--- config.mk ---
export PLATFORM = sky130hd
export DESIGN_NAME = tcdm_master_arbiter
export DESIGN_NICKNAME = d
export VERILOG_FILES = /design/src/rtl/tcdm_master_arbiter.sv
export SDC_FILE = /design/constraint.sdc
export NUM_CORES = 1
export LEC_CHECK = 0
export BUFFER_PORTS_ARGS = -buffer_cell sky130_fd_sc_hd__buf_2
export CORE_AREA = 2 2 217 219
export CTS_BUF_LIST = sky130_fd_sc_hd__clkbuf_2 sky130_fd_sc_hd__clkbuf_4 sky130_fd_sc_hd__clkbuf_8
export DETAILED_ROUTE_END_ITERATION = 6
export DIE_AREA = 0 0 219 221
export PLACE_DENSITY = 0.3
export SLEW_MARGIN = 0
export SYNTH_ARGS = -nofsm -noshare
export SYNTH_HDL_FRONTEND = slang
export SYNTH_SLANG_ARGS = --single-unit
--- constraint.sdc ---
create_clock -name clk_i -period 5.3 [get_ports clk_i]
set_clock_uncertainty 0.2 [all_clocks]
set_input_delay 0.795 -clock clk_i [delete_from_list [all_inputs] [get_ports clk_i]]
set_output_delay 0.795 -clock clk_i [all_outputs]
set_load 0.01 [all_outputs]
--- src/rtl/tcdm_master_arbiter.sv ---
// Round-robin arbiter sharing one TCDM master port among NumReq requesters, with response routing.
// Optional stall counter enabled by defining TCDM_MASTER_ARBITER_STALL_CNT_EN.
module tcdm_master_arbiter #(
  parameter int unsigned NumReq    = 4,
  parameter int unsigned AddrWidth = 32,
  parameter int unsigned DataWidth = 32,
  parameter int unsigned BeWidth   = DataWidth / 8,
  parameter int unsigned RespLat   = 1
) (
  input  logic                                clk_i,
  input  logic                                rst_ni,
  input  logic [NumReq-1:0]                   req_i,
  input  logic [NumReq-1:0][AddrWidth-1:0]    add_i,
  input  logic [NumReq-1:0]                   wen_i,
  input  logic [NumReq-1:0][DataWidth-1:0]    wdata_i,
  input  logic [NumReq-1:0][BeWidth-1:0]      be_i,
  output logic [NumReq-1:0]                   gnt_o,
  output logic [NumReq-1:0]                   rvld_o,
  output logic [NumReq-1:0][DataWidth-1:0]    rdata_o,
  output logic                                mst_req_o,
  output logic [AddrWidth-1:0]                mst_add_o,
  output logic                                mst_wen_o,
  output logic [DataWidth-1:0]                mst_wdata_o,
  output logic [BeWidth-1:0]                  mst_be_o,
  input  logic                                mst_gnt_i,
  input  logic                                mst_rvld_i,
  input  logic [DataWidth-1:0]                mst_rdata_i,
  output logic                                busy_o,
  output logic                                err_o,
  output logic [31:0]                         stall_cnt_o,
  input  logic                                stall_clr_i
);

  localparam int unsigned IdWidth = $clog2(NumReq);
  typedef logic [IdWidth-1:0] id_t;

  id_t                r_rr;
  id_t                r_sel;
  logic               r_lock;
  logic [RespLat-1:0] r_vld;
  id_t                r_id [RespLat];
  logic               r_err;

  id_t  w_scan;
  id_t  w_sel;
  id_t  w_rr_nxt;
  logic w_found;
  logic w_hs;
  logic w_stall;

  always_comb begin
    w_scan  = r_rr;
    w_found = 1'b0;
    for (int unsigned k = 0; k < NumReq; k++) begin
      if (!w_found && req_i[id_t'((32'(r_rr) + k) % NumReq)]) begin
        w_scan  = id_t'((32'(r_rr) + k) % NumReq);
        w_found = 1'b1;
      end
    end
  end

  // A stalled request keeps its slot so the presented fields never change under the interconnect.
  assign w_sel    = r_lock ? r_sel : w_scan;
  assign w_rr_nxt = (w_sel == id_t'(NumReq - 1)) ? '0 : w_sel + id_t'(1);

  assign mst_req_o   = |req_i;
  assign w_hs        = mst_req_o & mst_gnt_i;
  assign w_stall     = mst_req_o & ~mst_gnt_i;
  assign mst_add_o   = add_i[w_sel];
  assign mst_wen_o   = wen_i[w_sel];
  assign mst_wdata_o = wdata_i[w_sel];
  assign mst_be_o    = be_i[w_sel];
  assign rdata_o     = {NumReq{mst_rdata_i}};

  always_comb begin
    gnt_o        = '0;
    gnt_o[w_sel] = w_hs;
  end

  always_ff @(posedge clk_i or negedge rst_ni) begin
    if (!rst_ni) begin
      r_rr   <= '0;
      r_sel  <= '0;
      r_lock <= 1'b0;
    end else if (w_hs) begin
      r_rr   <= w_rr_nxt;
      r_lock <= 1'b0;
    end else if (w_stall && req_i[w_sel]) begin
      r_lock <= 1'b1;
      r_sel  <= w_sel;
    end else begin
      r_lock <= 1'b0;
    end
  end

  always_ff @(posedge clk_i or negedge rst_ni) begin
    if (!rst_ni) begin
      r_vld <= '0;
      for (int i = 0; i < RespLat; i++) r_id[i] <= '0;
    end else begin
      r_vld[0] <= w_hs;
      r_id[0]  <= w_sel;
      for (int i = 1; i < RespLat; i++) begin
        r_vld[i] <= r_vld[i-1];
        r_id[i]  <= r_id[i-1];
      end
    end
  end

  always_comb begin
    rvld_o = '0;
    if (r_vld[RespLat-1]) rvld_o[r_id[RespLat-1]] = 1'b1;
  end

  assign busy_o = |r_vld;

  always_ff @(posedge clk_i or negedge rst_ni) begin
    if (!rst_ni) begin
      r_err <= 1'b0;
    end else if (mst_rvld_i != r_vld[RespLat-1]) begin
      r_err <= 1'b1;
    end
  end

  assign err_o = r_err;

`ifdef TCDM_MASTER_ARBITER_STALL_CNT_EN
  logic [31:0] r_stall_cnt;

  always_ff @(posedge clk_i or negedge rst_ni) begin
    if (!rst_ni) begin
      r_stall_cnt <= '0;
    end else if (stall_clr_i) begin
      r_stall_cnt <= '0;
    end else if (w_stall && (r_stall_cnt != '1)) begin
      r_stall_cnt <= r_stall_cnt + 32'd1;
    end
  end

  assign stall_cnt_o = r_stall_cnt;
`else
  logic w_unused_clr;
  assign w_unused_clr = stall_clr_i;
  assign stall_cnt_o  = '0;
`endif

endmodule
==> results.toml, run 1 <==
[worst_setup_path]
critical_path_class = "in -> out"
cp.required_ps = 4300
worst-path-buf-inv = 4
critPathCaptureType = "output pin"
cp.arrival_ps = 2990
cp_max_fo = 36
cp_top_family = "buffers and inverters"
crit_chain = "buf_2, nor2_1, a2bb2oi_1, o21ai_4, inv_8, buf_4, mux2i_1, mux2i_1, buf_2"
start_kind = "primary input"
slowest_stage = "buf_4"
critPathMaxStageDelay_ps = 470

[drt]
via_count = 3759
drt_wl_total_mm = 14.9
vias_per_cell = 2.92
wire_per_inst_microns = 11.6
drt-pass1-iter-count = 4
post-route-drc-count = 0
ant_nets = 0
drt_iter0_markers = 61

[grt]
grt_max_degree = 62
grt_pass1_vias = 3797
antenna_found_initial = 0
grt-ovfl-total = 0
grt_pass1_wl_mm = 21.1
grt_usage_pct = 5.50

[pwr]
sw_frac_of_total_pct = 51.0
switchingPower_mw = 1.27
cell_internal_pwr_mw = 1.22
power_density_nw_per_um2 = 448
p_seq_share_pct = 5.3
pwr-share-comb_pct = 91.4
leakagePower_nw = 3.32
peakVddDrop_v = 0.000227
fin_total_pwr_mw = 2.49
p_clk_share_pct = 3.4

[cells_and_area]
fin_nets = 1000
syn_to_final_growth_pct = 32.2
diodes = 0
utilization_pct = 12.1
drive_gt1_share_pct = 56.4

[placement]
dp_hpwl_mm = 13.1
gp_congestion = 0.692
io_buffers = 363
pre_cts_ws_ps = 1230

[timing]
min_period_ps = 3990
drv_slew = 0
fin_crit_sh_pct = 75.2
fmax_mhz = 251
slew_headroom_pct = 65.5
fin_setup_tns_ps = 0
worst_slew_pin_slew_ps = 503
grt_setup_unrepaired = "no"
hold_violations = 0
setup_viol = 0
fin_ws_ps = 1310

[floorplanning]
core-area_sq_um = 46100
die_x_microns = 219
dieArea_sq_um = 48400
die_y_microns = 221
std_cell_rows = 79
io_pins = 557
start_util_pct = 9.12

[yosys]
synth_edf_count = 0
async_flop_share_pct = 100
synth_area_sq_um = 4200
yosysTopAreaCellShare_pct = 49.3
synth_flop_cell = "dfrtp_1"
synth_most_common_cell = "mux2i_1"
ys_types = 42
seq_area_frac_synth_pct = 5.36
ys_ff_latch = 9
avgSynthCellArea_sq_um = 9.16
synthTopCellsByArea = "mux2i_1 (49%), buf_4 (29%), dfrtp_1 (5.4%), buf_12 (3.8%), clkbuf_4 (0.89%)"
synthCells = 459
synth_top_area_cell = "mux2i_1"
yosys-top-cells-count = "mux2i_1 (207), buf_4 (160), dfrtp_1 (9), buf_12 (8), buf_2 (7)"
ys_warn_count = 0

[clocking]
clock-sinks = 9
clock_path_buffers = 2
clk_latency_ps = 230
tritoncts = "done"
post-cts-setup-buffers = 0
cts_buffers = 3
ctsHtreeMaxLevel = 1
cts_resized = 0
clk_pin_slew_worst_paths_ps = 50
cts-root-buf = "clkbuf_8"
ctsHoldBuffers = 0

[min_path]
hold_class = "in -> async"

[outcome]
status = "finished, final reports clean"

[run]
maxCapViolCount = 0
## logic make-up (layout without fill, tap and decap cells)
family | Yosys count | in the layout | share of synthesized area, %
xor+xnor | 1 | 1 | 0.208
compound gates | 12 | 12 | 2.83
mux | 208 | 208 | 49.6
other cells | 1 | 32 | 0.0892
buf+inv | 187 | 378 | 35.3
simple gates | 40 | 40 | 6.31
flops | 9 | 9 | 5.36
fa+ha+maj | 1 | 1 | 0.298
## path summary, 6_finish.rpt
check	slack (ps)	end	depth (start not counted)	from
min reg2reg	280	err_o	1	err_o
max in group asynchronous	4490	r_sel[1]	1	rst_ni
max reg2reg	2760	r_rr[1]	7	r_rr[0]
min	220	err_o	1	rst_ni
max	1310	mst_be_o[0]	9	req_i[3]
min in group clk_i	280	err_o	1	err_o
## power by group through the flow
stage	Combinational, mW	Sequential, mW	Clock (mW)
finish	2.27	0.131	0.0838
global route	2.47	0.136	0.0914
CTS	2.33	0.133	0.0850
detailed placement	2.32	0.133	0
global placement	2.34	0.134	0
floorplan	1.86	0.120	0
## layout by cell type (no fill, tap or decap), types with 2 or more instances in the layout
| cell | netlist | routed |
|---|---|---|
| dfrtp_1 | 9 | 9 |
| nand2_1 | 6 | 6 |
| mux2i_1 | 207 | 207 |
| nor3_1 | 4 | 4 |
| and3_1 | 4 | 4 |
| nor2_1 | 6 | 6 |
| buf_2 | 7 | 363 |
| o21ai_0 | 2 | 2 |
| nor2b_4 | 2 | 2 |
| inv_1 | 3 | 3 |
| nor2b_1 | 2 | 2 |
| buf_4 | 160 | 4 |
| and3b_1 | 2 | 2 |
| clkbuf_8 | 0 | 3 |
| buf_12 | 8 | 2 |
| conb_1 | 1 | 32 |
| nand2b_1 | 5 | 5 |
## area by class of cell
type | instances | area [sq um]
tap | 607 | 759
fill | 5384 | 40500
timing repair buffer | 369 | 1890
inverter | 5 | 28.8
clock buffer | 4 | 48.8
multi-input combinational | 294 | 2610
sequential | 9 | 225
## per-layer routing
layer	GRT usage [%]	wire, microns	vias to the layer above
met2	10.6	7830	246
met5	0	0	-
met4	0.654	142	0
met3	1.62	1440	21
li1	-	-	1861
met1	6.00	5490	1631
## flip-flops by register name, indices dropped and copies added, names as in the netlist
name	flops
r_lock	1
r_id	2
r_rr	2
err_o	1
busy_o	1
r_sel	2
## metrics by stage
stage               hold slack (ps)  area, sq um  instances
floorplan                       254         4320        490
global placement                263         5510       1284
detailed placement              265         5510       1284
CTS                             218         5560       1288
global route                    223         5560       1288
finish                          218         5560       1288
Power figures use the tool's default switching activity.
==> inputs of run 2 (changes only) <==
--- a/config.mk
+++ b/config.mk
@@ -10,7 +10,7 @@
 export CTS_BUF_LIST = sky130_fd_sc_hd__clkbuf_2 sky130_fd_sc_hd__clkbuf_4 sky130_fd_sc_hd__clkbuf_8
 export DETAILED_ROUTE_END_ITERATION = 6
 export DIE_AREA = 0 0 219 221
-export PLACE_DENSITY = 0.3
+export PLACE_DENSITY = 0.31
 export SLEW_MARGIN = 0
 export SYNTH_ARGS = -nofsm -noshare
 export SYNTH_HDL_FRONTEND = slang
==> constraint.sdc (replaced) <==
create_clock -name clk_i -period 3.3 [get_ports clk_i]
set_clock_uncertainty 0.2 [all_clocks]
set_input_delay 0.495 -clock clk_i [delete_from_list [all_inputs] [get_ports clk_i]]
set_output_delay 0.495 -clock clk_i [all_outputs]
set_load 0.01 [all_outputs]
==> run 2 against run 1 <==
Compared with the run above:
- non-clock buffer count rose by 21
- worst setup slack got worse by 1100 ps
- hold slack improved by 47 ps
- routed wire length fell by 4.2%
- combinational power rose by 75%
- utilization rose by 0.46 points
- sequential share of layout area fell by 0.15 points
- first-iteration DRC count rose by 6.6%
- clock power rose by 58%
- critical path type is now reg -> out
- critical endpoint is now mst_add_o[7]
- largest power group unchanged
==> results.toml, run 2 (same netlist as run 1, synthesis figures left out) <==
[outcome]
status = "finished, final reports clean"

[timing]
hold_violations = 0
fmax_mhz = 324
grt_setup_unrepaired = "no"
setup_viol = 0
fin_crit_sh_pct = 93.4
fin_setup_tns_ps = 0
min_period_ps = 3080
drv_slew = 0

[grt]
antenna_found_initial = 0
grt_max_degree = 34
grt-ovfl-total = 0
grt_pass1_wl_mm = 20.9
grt_pass1_vias = 3940
grt_usage_pct = 5.38

[floorplanning]
die_y_microns = 221
core-area_sq_um = 46100
io_pins = 557
die_x_microns = 219
dieArea_sq_um = 48400
std_cell_rows = 79
start_util_pct = 9.12

[cells_and_area]
diodes = 0
syn_to_final_growth_pct = 37.2
reg_top3 = "r_id: 2 flops, r_rr: 2 flops, r_sel: 2 flops"
final_cell_mix = "buf_2 (363), mux2i_1 (207), conb_1 (32)"
mostFrequentLayoutCell = "buf_2"
fin_nets = 1021
n_fill_cell = 5357
drive_gt1_share_pct = 57.5
stdcell_area_sq_um = 5770

[placement]
placed_area_sq_um = 5710
io_buffers = 363
gp_congestion = 0.738
dp_hpwl_mm = 12.6

[worst_setup_path]
startpoint = "r_rr[0]"
critPathMaxStageDelay_ps = 450
slowest_stage = "dfrtp_1"
critPathCaptureType = "output pin"
cp.arrival_ps = 2390
crit_path_end = "mst_add_o[7]"
ff2ff_setup_slack_ps = 970
cpMostUsedCell = "mux2i_1"
ff2ff_path_depth = 7
r2r-end = "r_sel[0]"
start_kind = "flop"
cp_max_fo = 33
critical_path_class = "reg -> out"
crit_chain = "nor2b_1, a2bb2oi_1, o21ai_4, inv_8, buf_4, mux2i_1, mux2i_1, buf_2"
cp.required_ps = 2600
crit-reg2reg-launch = "r_rr[1]"

[clocking]
clk_latency_ps = 230
post-cts-setup-buffers = 0
ctsHtreeMaxLevel = 1
clock_path_buffers = 2
cts-root-buf = "clkbuf_8"
clk_pin_slew_worst_paths_ps = 40
tritoncts = "done"
ctsHoldBuffers = 1
cts_buffers = 3
clock-sinks = 9
cts_resized = 0

[drt]
ant_nets = 0
drt_wl_total_mm = 14.3
wire_per_inst_microns = 10.9
vias_per_cell = 2.92
post-route-drc-count = 0
drt_iter0_markers = 65
via_count = 3825
drt-pass1-iter-count = 4

[pwr]
leakagePower_nw = 3.43
peakVddDrop_v = 0.000324
power_density_nw_per_um2 = 748

[min_path]
min_from = "err_o"
hold_class = "reg -> reg"

[run]
maxCapViolCount = 0
-- run 2: changes by cell type in the layout (fill, tap and decap cells not counted), sizes merged --
cell,delta
buf,+20
dlygate4sd3,+1
-- run 2: report_power, final --
group | switching, mW | internal (mW) | total [mW]
sequential | 0.0477 | 0.153 | 0.200
clock | 0.0397 | 0.0920 | 0.132
combinational | 2.02 | 1.96 | 3.98
total | 2.11 | 2.20 | 4.32
-- run 2: worst min-delay path by stage --
stage,to,depth (start not counted)
after global placement,r_sel[1],1
after floorplan,busy_o,0
after detailed placement,err_o,1
after CTS,err_o,1
after global routing,err_o,1
final,err_o,1
-- run 2: through the flow --
step	total power [mW]	utilization, %	worst slack (ps)	hold slack [ps]	cells
after floorplan	3.18	-	747	-0.591	490
after global placement	4.27	12.4	189	170	1304
after detailed placement	4.26	12.4	173	161	1304
after CTS	4.41	12.5	158	269	1309
after global routing	4.65	12.5	47.1	303	1309
final	4.32	12.5	217	265	1309
-- run 2: final cells by class --
class	instances	area (sq um)	share of cell area [%]
clock buffer	4	48.8	0.846
timing repair buffer	390	2100	36.4
inverter	5	28.8	0.499
tap	607	759	13.2
multi-input combinational	294	2610	45.2
sequential	9	225	3.90
-- run 2: critical path, delay by kind of cell, from the launching register on --
kind                   cells  cell delay [ps]
flip-flops                 1              450
buffers and inverters      3              750
AO/OA/AOI/OAI              2              450
multiplexers               2              310
AND/OR/NAND/NOR            1              170
-- run 2: layer usage --
layer	global-route usage [%]	vias up	wire (microns)	share of wire, %
met2	10.4	253	7370	52
met1	5.76	1646	5270	37
met4	1.33	0	280	2.0
met5	0	-	0	0
li1	-	1900	-	-
met3	1.32	26	1350	9.4
==> inputs of run 3 (changes only) <==
--- a/config.mk
+++ b/config.mk
@@ -10,7 +10,6 @@
 export CTS_BUF_LIST = sky130_fd_sc_hd__clkbuf_2 sky130_fd_sc_hd__clkbuf_4 sky130_fd_sc_hd__clkbuf_8
 export DETAILED_ROUTE_END_ITERATION = 6
 export DIE_AREA = 0 0 219 221
-export PLACE_DENSITY = 0.31
 export SLEW_MARGIN = 0
 export SYNTH_ARGS = -nofsm -noshare
 export SYNTH_HDL_FRONTEND = slang
==> run 3 against run 2 <==
Compared with the run above:
- maximum frequency fell by 3.3%
- sequential power up 3%
- die area is the same
- power decreased by 0.15%
- global-route usage down 0.28 points
- critical path type is now in -> out
==> results.toml, run 3 (same netlist as run 1, synthesis figures left out) <==
[timing]
fin_setup_tns_ps = 0
drv_slew = 0
setup_viol = 0
grt_setup_unrepaired = "no"
fmax_mhz = 314
min_period_ps = 3190
fin_crit_sh_pct = 96.6
hold_violations = 0

[floorplanning]
die_x_microns = 219
core-area_sq_um = 46100
die_y_microns = 221
dieArea_sq_um = 48400
std_cell_rows = 79
start_util_pct = 9.12
io_pins = 557

[placement]
io_buffers = 363
gp_congestion = 0.800
placed_area_sq_um = 5640
dp_hpwl_mm = 12.3

[clocking]
cts_buffers = 3
clk_pin_slew_worst_paths_ps = 40
clock-sinks = 9
clk_latency_ps = 230
ctsHtreeMaxLevel = 1
clock_path_buffers = 2
cts-root-buf = "clkbuf_8"
tritoncts = "done"

[cells_and_area]
multi_input_area_sq_um = 2610
mostFrequentLayoutCell = "buf_2"
drive_gt1_share_pct = 57.4
n_fill_cell = 5302
stdcell_area_sq_um = 5740
fin_nets = 1017
final_cell_mix = "buf_2 (363), mux2i_1 (206), conb_1 (32)"
regArea_sq_um = 225
reg_top3 = "r_id: 2 flops, r_rr: 2 flops, r_sel: 2 flops"
syn_to_final_growth_pct = 36.6

[pwr]
peakVddDrop_v = 0.000396
pwr-share-comb_pct = 92.1
power_density_nw_per_um2 = 750
sw_frac_of_total_pct = 50.2
p_clk_share_pct = 3.1
p_seq_share_pct = 4.8
cell_internal_pwr_mw = 2.14
switchingPower_mw = 2.16
leakagePower_nw = 3.41

[drt]
vias_per_cell = 3.07
post-route-drc-count = 0
drt_wl_total_mm = 15.0
drt-pass1-iter-count = 4
via_count = 4009
wire_per_inst_microns = 11.5
ant_nets = 0
drt_iter0_markers = 117

[grt]
grt_max_degree = 59
busiest_layer = "met2"
grt_use_met1_pct = 5.73
grt-ovfl-total = 0
grt_pass1_vias = 3849
antenna_found_initial = 1
met2_usage_pct = 9.26
met3_usage_pct = 1.80
grt_pass1_wl_mm = 20.0
grt_usage_pct = 5.10

[worst_setup_path]
critical_path_class = "in -> out"
start_kind = "primary input"
critPathCaptureType = "output pin"
cp_max_fo = 14
cp.required_ps = 2600
cp.arrival_ps = 2490

[min_path]
hold_class = "reg -> reg"

[outcome]
status = "finished, final reports clean"

[run]
maxCapViolCount = 0
[run 3: changes by cell type in the layout (fill, tap and decap cells not counted), sizes merged]
| cell | change |
|---|---|
| buf | -6 |
| clkinv | +1 |
| diode | +1 |
| inv | +1 |
[run 3: through the flow]
step	utilization [%]	cells	hold slack, ps	setup slack (ps)	power [mW]
floorplan	-	490	-0.591	747	3.18
global placement	12.2	1296	147	91.0	3.99
detailed placement	12.2	1296	154	25.6	4.08
CTS	12.4	1301	262	3.57	4.22
global route	12.5	1305	291	0.201	4.64
finish	12.5	1306	260	112	4.31
[run 3: path summary, 6_finish.rpt]
| path | start | end | slack (ps) | cells past startpoint |
|---|---|---|---|---|
| setup / recovery | req_i[2] | mst_add_o[22] | 110 | 10 |
| setup reg to reg | r_rr[0] | r_rr[1] | 930 | 7 |
| hold / removal | err_o | err_o | 260 | 1 |
| max in group asynchronous | rst_ni | r_sel[1] | 2290 | 2 |
| hold reg to reg | err_o | err_o | 260 | 1 |
| min in group asynchronous | rst_ni | err_o | 440 | 2 |
[run 3: area by class of cell]
class                   count  share of cell area [%]
clock buffers               4                   0.850
multi-input cells         294                    45.5
well taps                 607                    13.2
flip-flops and latches      9                    3.92
inverters                   5                   0.588
repair inverters            2                   0.349
repair buffers            384                    35.5
diodes                      1                  0.0436
[run 3: power groups by stage]
stage | logic [mW] | registers (mW) | clock network, mW
after global placement | 3.78 | 0.204 | 0
after detailed placement | 3.87 | 0.209 | 0
final | 3.97 | 0.207 | 0.132
after CTS | 3.88 | 0.207 | 0.135
after floorplan | 2.98 | 0.193 | 0
after global routing | 4.28 | 0.215 | 0.141
[run 3: worst max-delay path: stages]
cell	delay, ps
buf_2	140
nor2b_4	130
nand3b_1	230
nor2b_4	190
o21ai_4	270
buf_4	250
inv_6	130
mux2i_1	140
mux2i_1	300
buf_2	200
[run 3: routing by layer]
layer  vias to the layer above  part of all wire (%)  wire [microns]
li1                       1898                     -               -
met1                      1804                    39            5850
met2                       282                    49            7400
met3                        25                    11            1590
met4                         0                   1.3             202
met5                         -                     0               0
[run 3: what timing repair did]
item                       4_1_cts  5_1_grt
setup buffers                    0        2
hold buffers                     1        0
setup endpoints to repair        0       52
hold endpoints to repair         9        0
gates resized for setup          0        3
